===== src/rtl/chan_scan_mux.sv =====
// chan_scan_mux: registered N-channel mux with manual select and
// round-robin scan over enabled channels, valid/ready output stage.
module chan_scan_mux #(
   parameter int WIDTH = 8,
   parameter int CH    = 8,
   parameter int SELW  = $clog2(CH),
   parameter int DWELL = 4
) (
   input  logic                  clk,
   input  logic                  rst,
   input  logic                  mode,
   input  logic [SELW-1:0]       sel,
   input  logic [CH-1:0]         en_mask,
   input  logic [CH*WIDTH-1:0]   in_bus,
   output logic [WIDTH-1:0]      dout,
   output logic [SELW-1:0]       dout_ch,
   output logic                  dout_valid,
   input  logic                  dout_ready
);

   localparam int CNTW = (DWELL > 1) ? $clog2(DWELL) : 1;
   localparam logic [CNTW-1:0] CNT_LAST = CNTW'(DWELL - 1);
   localparam logic [SELW-1:0] CH_LAST  = SELW'(CH - 1);

   typedef enum logic [1:0] {
      MANUAL,
      SCAN_DWELL,
      SCAN_WAIT
   } state_t;

   state_t            state_q, state_d;
   logic [SELW-1:0]   ptr_q, ptr_d;
   logic [CNTW-1:0]   cnt_q, cnt_d;
   logic [WIDTH-1:0]  dout_q, dout_d;
   logic [SELW-1:0]   dout_ch_q, dout_ch_d;
   logic              dout_valid_q, dout_valid_d;

   logic              free;
   logic              cap;
   logic [SELW-1:0]   cap_ch;
   logic [WIDTH-1:0]  cap_data;
   logic [SELW-1:0]   man_ch;
   logic [SELW-1:0]   ptr_low;
   logic [SELW-1:0]   ptr_nxt;

   assign free       = !dout_valid_q || dout_ready;
   assign dout       = dout_q;
   assign dout_ch    = dout_ch_q;
   assign dout_valid = dout_valid_q;

   // Out-of-range manual selects clamp to the top channel.
   assign man_ch = (int'(sel) >= CH) ? CH_LAST : sel;

   // Lowest enabled channel, and next enabled channel after ptr (wrapping).
   always_comb begin
      ptr_low = '0;
      for (int i = CH - 1; i >= 0; i--) begin
         if (en_mask[i]) ptr_low = SELW'(i);
      end
      ptr_nxt = ptr_q;
      for (int d = CH - 1; d >= 1; d--) begin
         if (en_mask[SELW'((int'(ptr_q) + d) % CH)])
            ptr_nxt = SELW'((int'(ptr_q) + d) % CH);
      end
   end

   // Mode sequencing: decides when and which channel gets captured.
   always_comb begin
      state_d = state_q;
      ptr_d   = ptr_q;
      cnt_d   = cnt_q;
      cap     = 1'b0;
      cap_ch  = ptr_q;
      unique case (state_q)
         MANUAL: begin
            cap    = free;
            cap_ch = man_ch;
            if (mode) begin
               state_d = SCAN_DWELL;
               ptr_d   = ptr_low;
               cnt_d   = '0;
            end
         end
         SCAN_DWELL: begin
            if (!mode) begin
               state_d = MANUAL;
            end else if (cnt_q == CNT_LAST) begin
               if (en_mask[ptr_q] && !free) begin
                  state_d = SCAN_WAIT;
               end else begin
                  cap   = en_mask[ptr_q];
                  ptr_d = ptr_nxt;
                  cnt_d = '0;
               end
            end else begin
               cnt_d = cnt_q + 1'b1;
            end
         end
         SCAN_WAIT: begin
            if (!mode) begin
               state_d = MANUAL;
            end else if (free) begin
               cap     = 1'b1;
               ptr_d   = ptr_nxt;
               cnt_d   = '0;
               state_d = SCAN_DWELL;
            end
         end
         default: begin
            state_d = MANUAL;
         end
      endcase
   end

   // Output register: load on capture, drain when free, else hold.
   always_comb begin
      cap_data = '0;
      for (int i = 0; i < CH; i++) begin
         if (cap_ch == SELW'(i)) cap_data = in_bus[i*WIDTH +: WIDTH];
      end
      dout_d       = dout_q;
      dout_ch_d    = dout_ch_q;
      dout_valid_d = dout_valid_q;
      if (cap) begin
         dout_d       = cap_data;
         dout_ch_d    = cap_ch;
         dout_valid_d = 1'b1;
      end else if (free) begin
         dout_valid_d = 1'b0;
      end
   end

   // State and output flops with synchronous reset.
   always_ff @(posedge clk) begin
      if (rst) begin
         state_q      <= MANUAL;
         ptr_q        <= '0;
         cnt_q        <= '0;
         dout_q       <= '0;
         dout_ch_q    <= '0;
         dout_valid_q <= 1'b0;
      end else begin
         state_q      <= state_d;
         ptr_q        <= ptr_d;
         cnt_q        <= cnt_d;
         dout_q       <= dout_d;
         dout_ch_q    <= dout_ch_d;
         dout_valid_q <= dout_valid_d;
      end
   end

endmodule


===== config.mk =====
export PLATFORM = sky130hd
export DESIGN_NAME = chan_scan_mux
export DESIGN_NICKNAME = d
export VERILOG_FILES = /design/src/rtl/chan_scan_mux.sv
export SDC_FILE = /design/constraint.sdc
export NUM_CORES = 1
export LEC_CHECK = 0
export ABC_AREA = 0
export CORE_ASPECT_RATIO = 0.6
export CORE_MARGIN = 2
export CORE_UTILIZATION = 35
export CTS_CLUSTER_SIZE = 30
export DETAILED_ROUTE_END_ITERATION = 8
export PLACE_DENSITY = 0.66
export REMOVE_ABC_BUFFERS = 1
export SETUP_SLACK_MARGIN = 0.15
export SYNTH_ARGS = -nofsm -noshare
export SYNTH_HDL_FRONTEND = slang
export SYNTH_SLANG_ARGS = --single-unit

===== constraint.sdc =====
create_clock -name clk -period 4.29 [get_ports clk]
set_clock_uncertainty 0.2 [all_clocks]
set_input_delay 0.858 -clock clk [delete_from_list [all_inputs] [get_ports clk]]
set_output_delay 0.858 -clock clk [all_outputs]
set_load 0.01 [all_outputs]

# --- Yosys cells after proc, flatten, opt, wreduce, memory -nomap -nowiden ---
# Index checks and enable logic that the tools add are counted.
op_classes:
  n_mux: 76
  n_reduce_logical: 11
  order_cmp: 8
  eq_ne: 20
  add_sub_neg: 8
ops:
  columns: ["operator", "count"]
  rows:
  - ["$mux W3", 22]
  - ["$mux W8", 8]
  - ["$lt A3 B5 Y1 const B", 7]
  - ["$bmux W1 S3", 8]
  - ["$mux W2", 12]
  - ["$mux W1", 22]
  - ["$add A3 B3 Y3 const B", 4]
  - ["$eq A3 B3 Y1 const B", 4]
  - ["$ne A2 B2 Y1 const B", 6]
  - ["$ne A3 B3 Y1 const B", 4]
  - ["$pmux W2 S3", 2]
  - ["$pmux W3 S3", 1]
  - ["$reduce_and A7 Y1", 1]
  - ["$add A3 B2 Y3 const B", 2]
  - ["$eq A3 B2 Y1 const B", 2]
  - ["$reduce_and A6 Y1", 1]
  - ["$eq A2 B2 Y1 const B", 2]
  - ["$lt A3 B4 Y1 const B", 1]
  - ["$reduce_and A4 Y1", 1]
  - ["$add A3 B1 Y3 const B", 1]
  - ["$eq A3 B1 Y1 const B", 1]
  - ["$logic_not A3 Y1", 1]
  - ["$pmux W1 S3", 1]
  - ["$reduce_bool A3 Y1", 1]
  - ["7 further kinds", 8]
word_totals:
  wordCells: 129
  ff_bits: 19
  in_bits: 79

# --- Longest topological paths before layout ---
# Gate-level depths: netlist (run 1).
depth:
  word_depth: 15
  depth_mapped: 11

# --- Worst setup path after synthesis (run 1) ---
# OpenSTA, ideal clock, no wires.
synth_path:
  kind: "register to register"
  startpoint: "register ptr_q[1]"
  endpoint: "register ptr_q[2]"
  path_buffers: 2
  arrival_ns: 2.897
  stages_incl_launch_ff: 11
  slack_ns: 1.105
  path_cell_list: "dfxtp_1 clkbuf_1 inv_1 ha_1 buf_6 mux4_2 mux2i_1 nand3_1 or4_4 and2_4 a311oi_2"
synth_via:
  elab_chain_len: 15
  word_cells_on_any_way: 46
  cone_classes: "7 x add/sub; 1 x eq/ne; 36 x mux; 2 x reduce/logical"
synth_lines:
  columns: ["item", "line", "rtl"]
  rows:
  - ["from (decl)", "32", "logic [SELW-1:0] ptr_q, ptr_d;"]
  - ["from (signal assigned)", "144", "ptr_q <= ptr_d;"]
  - ["$add A3 B3 Y3", "62, 63", null]
  - ["$bmux W1 S3", "62", "if (en_mask[SELW'((int'(ptr_q) + d) % CH)])"]
  - ["$mux W1 (not written as such) (2 in series)", "62", null]
  - ["$mux W3 (7 in series)", "62", null]
  - ["$mux W3", "88", "if (en_mask[ptr_q] && !free) begin"]
  - ["$mux W3", "87", "end else if (cnt_q == CNT_LAST) begin"]
  - ["$mux W3", "85", "if (!mode) begin"]
  - ["$pmux W3 S3", "74", "unique case (state_q)"]
# Parallel ways exist; a longest one is shown, timed or not. The select of a mux whose other input is x is not followed.
# A chain may end at the register's enable or synchronous reset.

# --- Final worst setup path (run 1) ---
layout_path:
  startpoint: "input port en_mask[5]"
  endpoint: "register dout_ch_q[2], in the netlist dout_ch[2]"
layout_via:
  elab_chain_len: 7
layout_lines:
  columns: ["item", "line", "rtl"]
  rows:
  - ["from (decl)", "13", "input logic [CH-1:0] en_mask,"]
  - ["$bmux W1 S3 *", "88, 91", null]
  - ["$mux W1 (not written as such) *", "88, 91", null]
  - ["$logic_and A1 B1 Y1", "88", null]
  - ["$mux W1 *", "88", null]
  - ["$mux W1 *", "87", null]
  - ["$mux W1 *", "85", null]
  - ["$pmux W1 S3 *", "74", null]
  - ["to (signal assigned)", "147", "dout_ch_q <= dout_ch_d;"]
  - ["to (decl)", "35", "logic [SELW-1:0] dout_ch_q, dout_ch_d;"]
# Mark *: on every way between the ends. The rest lies on a longest branch, timed or not. The select of a mux whose other input is x is not followed.

==> impl_metrics.env, run 1 <==
export IMPL_whs_path_depth=2
export IMPL_synth_seq_cells=19
export IMPL_rr_worst_depth=8
export IMPL_finalHoldViolations=0
export IMPL_dp_hpwl_mm=6.193
export IMPL_p_leak_nw=1.248
export IMPL_setup_tns_ps=0
export IMPL_min_period_ps=3443
export IMPL_synthArstFlopShare_pct=0
export IMPL_drt_wl_total_mm=7.897
export IMPL_worstMarginPinSlew_ps=826.7
export IMPL_worstReg2RegEnd="dout[1]"
export IMPL_core_area_mm2=0.006705
export IMPL_worst_slack_ps=846.9
export IMPL_grt_usage_pct=19.39
export IMPL_post_route_period_util_pct=80.26
export IMPL_insertedDiodeCount=0
export IMPL_ios=91
export IMPL_clk_pin_slew_ps=50
export IMPL_vias_per_cell=5.942
export IMPL_initial_utilization_pct=36.28
export IMPL_crit_required_ps=4190
export IMPL_relSlewSlack_pct=43.31
export IMPL_hold_path_startpoint="cnt_q[1]"
export IMPL_via_count=2686
export IMPL_grt_util_met2_pct=29.09
export IMPL_seq_area_frac_synth_pct=15.64
export IMPL_yosysWarnings=0
export IMPL_synth_top_cell_area_share_pct=15.64
export IMPL_grt_use_met1_pct=29.02
export IMPL_ctsHoldBuffers=0
export IMPL_r2r_slack_ps=1150
export IMPL_grt_pass1_wl_mm=11.98
export IMPL_grt_busiest_layer="met2"
export IMPL_crit_type="in2reg"
export IMPL_final_nets=453
export IMPL_synthFlopType="dfxtp_1"
export IMPL_cap_violations=0
export IMPL_synth_compound_area_share_pct=29.32
export IMPL_r2r_start="state_q[1]"
export IMPL_finalSetupViolations=0
export IMPL_htree_num_levels=1
export IMPL_place_gp_congestion=0.9485
export IMPL_use_met3_pct=4.808
export IMPL_syn_inst=289
export IMPL_grt_pass1_vias=2378
export IMPL_syn2layout_area_growth_pct=41.62
export IMPL_post_cts_buffers=0
export IMPL_numPortBuffers=90
export IMPL_status="complete, no violations"
export IMPL_cts_tree="built"
export IMPL_cts_sinks=19
export IMPL_grt_max_degree=26
export IMPL_cp_arrival_ps=3340
export IMPL_clockBufferDepth=2
export IMPL_p_per_area_mw_per_mm2=357.2
export IMPL_antenna_found_initial=0
export IMPL_fmax_mhz=290.4
export IMPL_first_pass_iters=5
export IMPL_synth_area_mm2=0.002432
export IMPL_ant_nets=0
export IMPL_synth_commonest_cells="nand2_1 (29), a21oi_1 (25), dfxtp_1 (19)"
export IMPL_grt_ovfl_total=0
export IMPL_die_h_um=68.58
export IMPL_synthAdderAreaFrac_pct=4.115
export IMPL_critPathMaxFanout=21
export IMPL_synth_area_leaders="dfxtp_1 (16%), mux2_2 (8.3%), mux4_2 (6.5%)"
export IMPL_synth_top_area_cell="dfxtp_1"
export IMPL_multi_input_area_mm2=0.001888
export IMPL_hp_class="reg2reg"
export IMPL_drv_slew=0
export IMPL_worst_ir_drop_vdd_v=0.0002071
export IMPL_wire_per_inst_um=17.47
export IMPL_seq_area_um2=380.4
export IMPL_synth_top_family_by_area="compound AO/OA/AOI/OAI gates"
export IMPL_avgSynthCellArea_um2=8.416
export IMPL_cts_buffers=3
export IMPL_start_kind="input pin"
export IMPL_first_iter_violations=175
export IMPL_fillers=609
export IMPL_min_to="cnt_q[1]"
export IMPL_rsz0062_at_grt="no"
export IMPL_synth_most_common_cell="nand2_1"
export IMPL_synthSimpleGateAreaFrac_pct=17.64
export IMPL_route_detailed_drc=0
export IMPL_synth_xor_area_share_pct=1.080
export IMPL_insertion_delay_ps=250
export IMPL_die_area_mm2=0.007654
export IMPL_drive_gt1_share_pct=12.05
export IMPL_muxShareOfSynthArea_pct=25.31
export IMPL_synth_distinct_cells=58
export IMPL_synth_edff_count=0
export IMPL_cts_resized_gates=0
export IMPL_row_count=23
export IMPL_die_x_um=111.6
export IMPL_endpoint_kind="register"
export IMPL_pre_cts_ws_ps=653.2
export IMPL_cts_root_buf="clkbuf_16"
-- state kept, by name, indices dropped and copies added, names as in the netlist --
name,flops
dout,8
dout_valid,1
state_q,2
ptr_q,3
cnt_q,2
dout_ch,3
-- worst max-delay path by stage --
stage	slack, ps	cells past startpoint	end	start
finish	850	7	dout_ch[2]	en_mask[5]
global route	680	7	dout[2]	en_mask[5]
CTS	890	7	dout_ch[2]	en_mask[5]
detailed placement	650	7	dout[2]	en_mask[5]
global placement	740	7	dout[0]	en_mask[5]
floorplan	1000	8	ptr_q[2]	ptr_q[0]
-- layout by cell type (no fill, tap or decap), types with 7 or more instances in the layout --
cell type and instances:
nor2_1 10, a22oi_1 12, mux2_2 18, inv_1 11, nor3_1 7, a221oi_1 8, nand2_1 29, a21oi_1 25
ha_1 8, mux2i_1 14, o22ai_1 7, dfxtp_1 19, clkdlybuf4s50_1 90, mux4_2 7, a311oi_1 13
-- per-stage QoR --
stage | cell area [µm²] | util (%) | instances | power (mW) | hold slack (ps)
4_1_cts | 3445 | 51.37 | 452 | 1.224 | 285.7
2_1_floorplan | 2306 | - | 265 | 0.7449 | 243.5
3_5_place_dp | 3364 | 50.18 | 448 | 1.027 | 273.3
5_1_grt | 3445 | 51.37 | 452 | 1.312 | 301.2
6_report | 3445 | 51.37 | 452 | 1.230 | 279.0
3_3_place_gp | 3364 | 50.18 | 448 | 1.019 | 261.5
-- layout make-up --
class	count	share of cell area, %
clock buffers	3	2.179
flip-flops and latches	19	11.04
inverters	11	1.199
multi-input cells	235	54.81
repair buffers	96	27.46
clock inverters	1	0.1453
well taps	87	3.160
-- critical path, stage by stage --
cell and delay (ps):
clkdlybuf4s50_1 570, mux4_1 620, mux2i_1 320, o21bai_1 150, a32o_1 490, a21oi_1 260
a311oi_1 70
-- layer usage --
layer  vias to the layer above  part of all wire (%)
li1                       1298                     -
met1                      1260                    49
met2                       126                    42
met3                         2                   8.9
met4                         0                  0.20
met5                         -                     0
-- kinds of logic (layout without fill, tap and decap cells) --
| family | count (synthesis) | in the layout |
|---|---|---|
| flops | 19 | 19 |
| simple gates | 82 | 82 |
| xor+xnor | 3 | 3 |
| buf+inv | 35 | 111 |
| mux | 44 | 44 |
| compound gates | 98 | 98 |
| fa+ha+maj | 8 | 8 |
-- report_power, final --
group | switching [mW] | internal, mW | total [mW]
Sequential | 0.0283 | 0.212 | 0.240
Combinational | 0.417 | 0.381 | 0.799
Clock | 0.0663 | 0.125 | 0.191
Note: power is estimated with default switching activity, not from simulation.
==> run 2, diff against run 1 <==
PLACE_DENSITY = 0.68   (was 0.66)
clock period = 3 ns   (was 4.29 ns; I/O delays follow)
==> run 2 against run 1 <==
  * Via count is 1.7% higher
  * Sequential share of layout area is 1.0 points lower
  * Sequential power is 45% higher
  * Count of clock-buffer cells in the layout is 1 higher
  * First-iteration DRC count is 14% higher
  * Critical path depth is 1 higher
  * Cell count is 8.6% higher
  * Combinational power is 76% higher
  * Core utilization is 5.6 points higher
  * Flip-flop and latch count stayed put
  * Clock power is 43% higher
  * Total power is 65% higher
  * Critical path type is now reg2reg
==> impl_metrics.env, run 2 (synthesis gave the netlist of run 1 again) <==
export IMPL_status="complete, no violations"
export IMPL_numPortBuffers=90
export IMPL_grt_ovfl_total=0
export IMPL_p_per_area_mw_per_mm2=530.0
export IMPL_drt_wl_total_mm=8.296
export IMPL_row_count=23
export IMPL_grt_max_degree=23
export IMPL_clockBufferDepth=2
export IMPL_use_met3_pct=4.633
export IMPL_drive_gt1_share_pct=23.02
export IMPL_fmax_mhz=369.1
export IMPL_post_route_period_util_pct=90.32
export IMPL_critPathMaxFanout=5
export IMPL_layout_cells_non_filler=491
export IMPL_cts_tree="built"
export IMPL_die_x_um=111.6
export IMPL_critPathBufInv=1
export IMPL_first_iter_violations=200
export IMPL_final_cell_mix="clkdlybuf4s50_1 (82), buf_4 (42), nand2_1 (29), a21oi_1 (25)"
export IMPL_die_h_um=68.58
export IMPL_cp_slowest_cell="mux4_2"
export IMPL_crit_required_ps=2950
export IMPL_crit_type="reg2reg"
export IMPL_cts_sinks=19
export IMPL_wire_per_inst_um=16.90
export IMPL_fillers=597
export IMPL_core_area_mm2=0.006705
export IMPL_largest_reg_flops=8
export IMPL_finalSetupViolations=0
export IMPL_insertedDiodeCount=0
export IMPL_relSlewSlack_pct=50.74
export IMPL_cts_buffers=3
export IMPL_dp_hpwl_mm=6.622
export IMPL_worst_slack_ps=290.5
export IMPL_hp_class="reg2reg"
export IMPL_cp_arrival_ps=2660
export IMPL_final_nets=492
export IMPL_worst_ir_drop_vdd_v=0.0002131
export IMPL_grt_usage_pct=21.00
export IMPL_initial_utilization_pct=36.28
export IMPL_syn2layout_area_growth_pct=57.10
export IMPL_clk_pin_slew_ps=50
export IMPL_endpoint_kind="register"
export IMPL_via_count=2733
export IMPL_worstMarginPinSlew_ps=736.6
export IMPL_grt_use_met1_pct=30.66
export IMPL_ios=91
export IMPL_grt_util_met2_pct=32.58
export IMPL_cap_violations=0
export IMPL_route_detailed_drc=0
export IMPL_first_pass_iters=4
export IMPL_start_kind="register"
export IMPL_multi_input_area_mm2=0.001941
export IMPL_cts_root_buf="clkbuf_16"
export IMPL_drv_slew=0
export IMPL_p_leak_nw=1.484
export IMPL_min_period_ps=2709
export IMPL_antenna_found_initial=0
export IMPL_critical_path_cell_chain="inv_1 > ha_4 > mux4_2 > mux2_2 > or3_1 > a21oi_1 > o311ai_1 > a311oi_1"
export IMPL_vias_per_cell=5.566
export IMPL_pre_cts_ws_ps=-145.1
export IMPL_critPathMaxStageDelay_ps=570
export IMPL_path_delay_family="multiplexers"
export IMPL_grt_pass1_wl_mm=12.95
export IMPL_grt_pass1_vias=2598
export IMPL_htree_num_levels=1
export IMPL_grt_busiest_layer="met2"
export IMPL_place_gp_congestion=0.9260
export IMPL_place_inst=485
export IMPL_insertion_delay_ps=250
export IMPL_die_area_mm2=0.007654
export IMPL_final_common_cell="clkdlybuf4s50_1"
export IMPL_ant_nets=0
export IMPL_finalHoldViolations=0
export IMPL_rsz0062_at_grt="no"
export IMPL_seq_area_um2=382.9
run 2: cell types whose count changed in the layout (fill, tap and decap cells not counted), moves of 3 or more:
cell / delta
clkdlybuf4s50_1: -8
dlymetal6s2s_1: +3
buf_4: +36
dlygate4sd2_1: +5
mux2i_2: +3
mux2i_1: -3
run 2: per-stage QoR:
step | hold WS [ps] | total power, mW | utilization, % | setup TNS [ps] | cell area [µm²]
after floorplan | 243.5 | 1.065 | - | -687.3 | 2306
after global placement | 260.8 | 1.670 | 54.69 | -791.9 | 3667
after detailed placement | 272.9 | 1.682 | 54.69 | -1761 | 3667
after CTS | 280.5 | 1.965 | 55.92 | 0 | 3750
after global routing | 314.0 | 2.171 | 56.99 | 0 | 3821
final | 278.3 | 2.025 | 56.99 | 0 | 3821
run 2: routing by layer:
metal / wire, µm / share of wire [%]
met1: 3918 / 47
met2: 3691 / 44
met3: 686 / 8.3
met4: 0 / 0
met5: 0 / 0
run 2: cell type report:
type,instances,share of cell area (%)
Tap cell,87,2.849
Multi-Input combinational cell,235,50.79
Inverter,11,1.081
Sequential cell,19,10.02
Clock buffer,4,2.063
Timing Repair Buffer,135,33.20
run 2: power breakdown:
part / internal (mW) / switching [mW]
Sequential: 0.305 / 0.0421
Clock: 0.181 / 0.0925
Combinational: 0.753 / 0.652
run 2: path summary, 6_finish.rpt:
| path | from | to | slack, ps | depth (start not counted) |
|---|---|---|---|---|
| setup / recovery | ptr_q[0] | ptr_q[1] | 290 | 8 |
| hold / removal | cnt_q[1] | cnt_q[1] | 280 | 2 |
| setup reg to reg | ptr_q[0] | ptr_q[1] | 290 | 8 |
| hold reg to reg | cnt_q[1] | cnt_q[1] | 280 | 2 |
run 2: worst register-to-register path: stages (launching register included):
cell,delay [ps]
dfxtp_2,330
inv_1,70
ha_4,310
mux4_2,570
mux2_2,310
or3_1,350
a21oi_1,150
o311ai_1,110
a311oi_1,210
run 2: timing repair:
item / in CTS / in global routing
endpoints found under the setup margin: 7 / 17
hold buffers: 0 / 0
cloned: 0 / 0
pin swaps: 0 / 3
resized for setup: 7 / 15
hold endpoints to repair: 0 / 0
setup buffers: 0 / 2
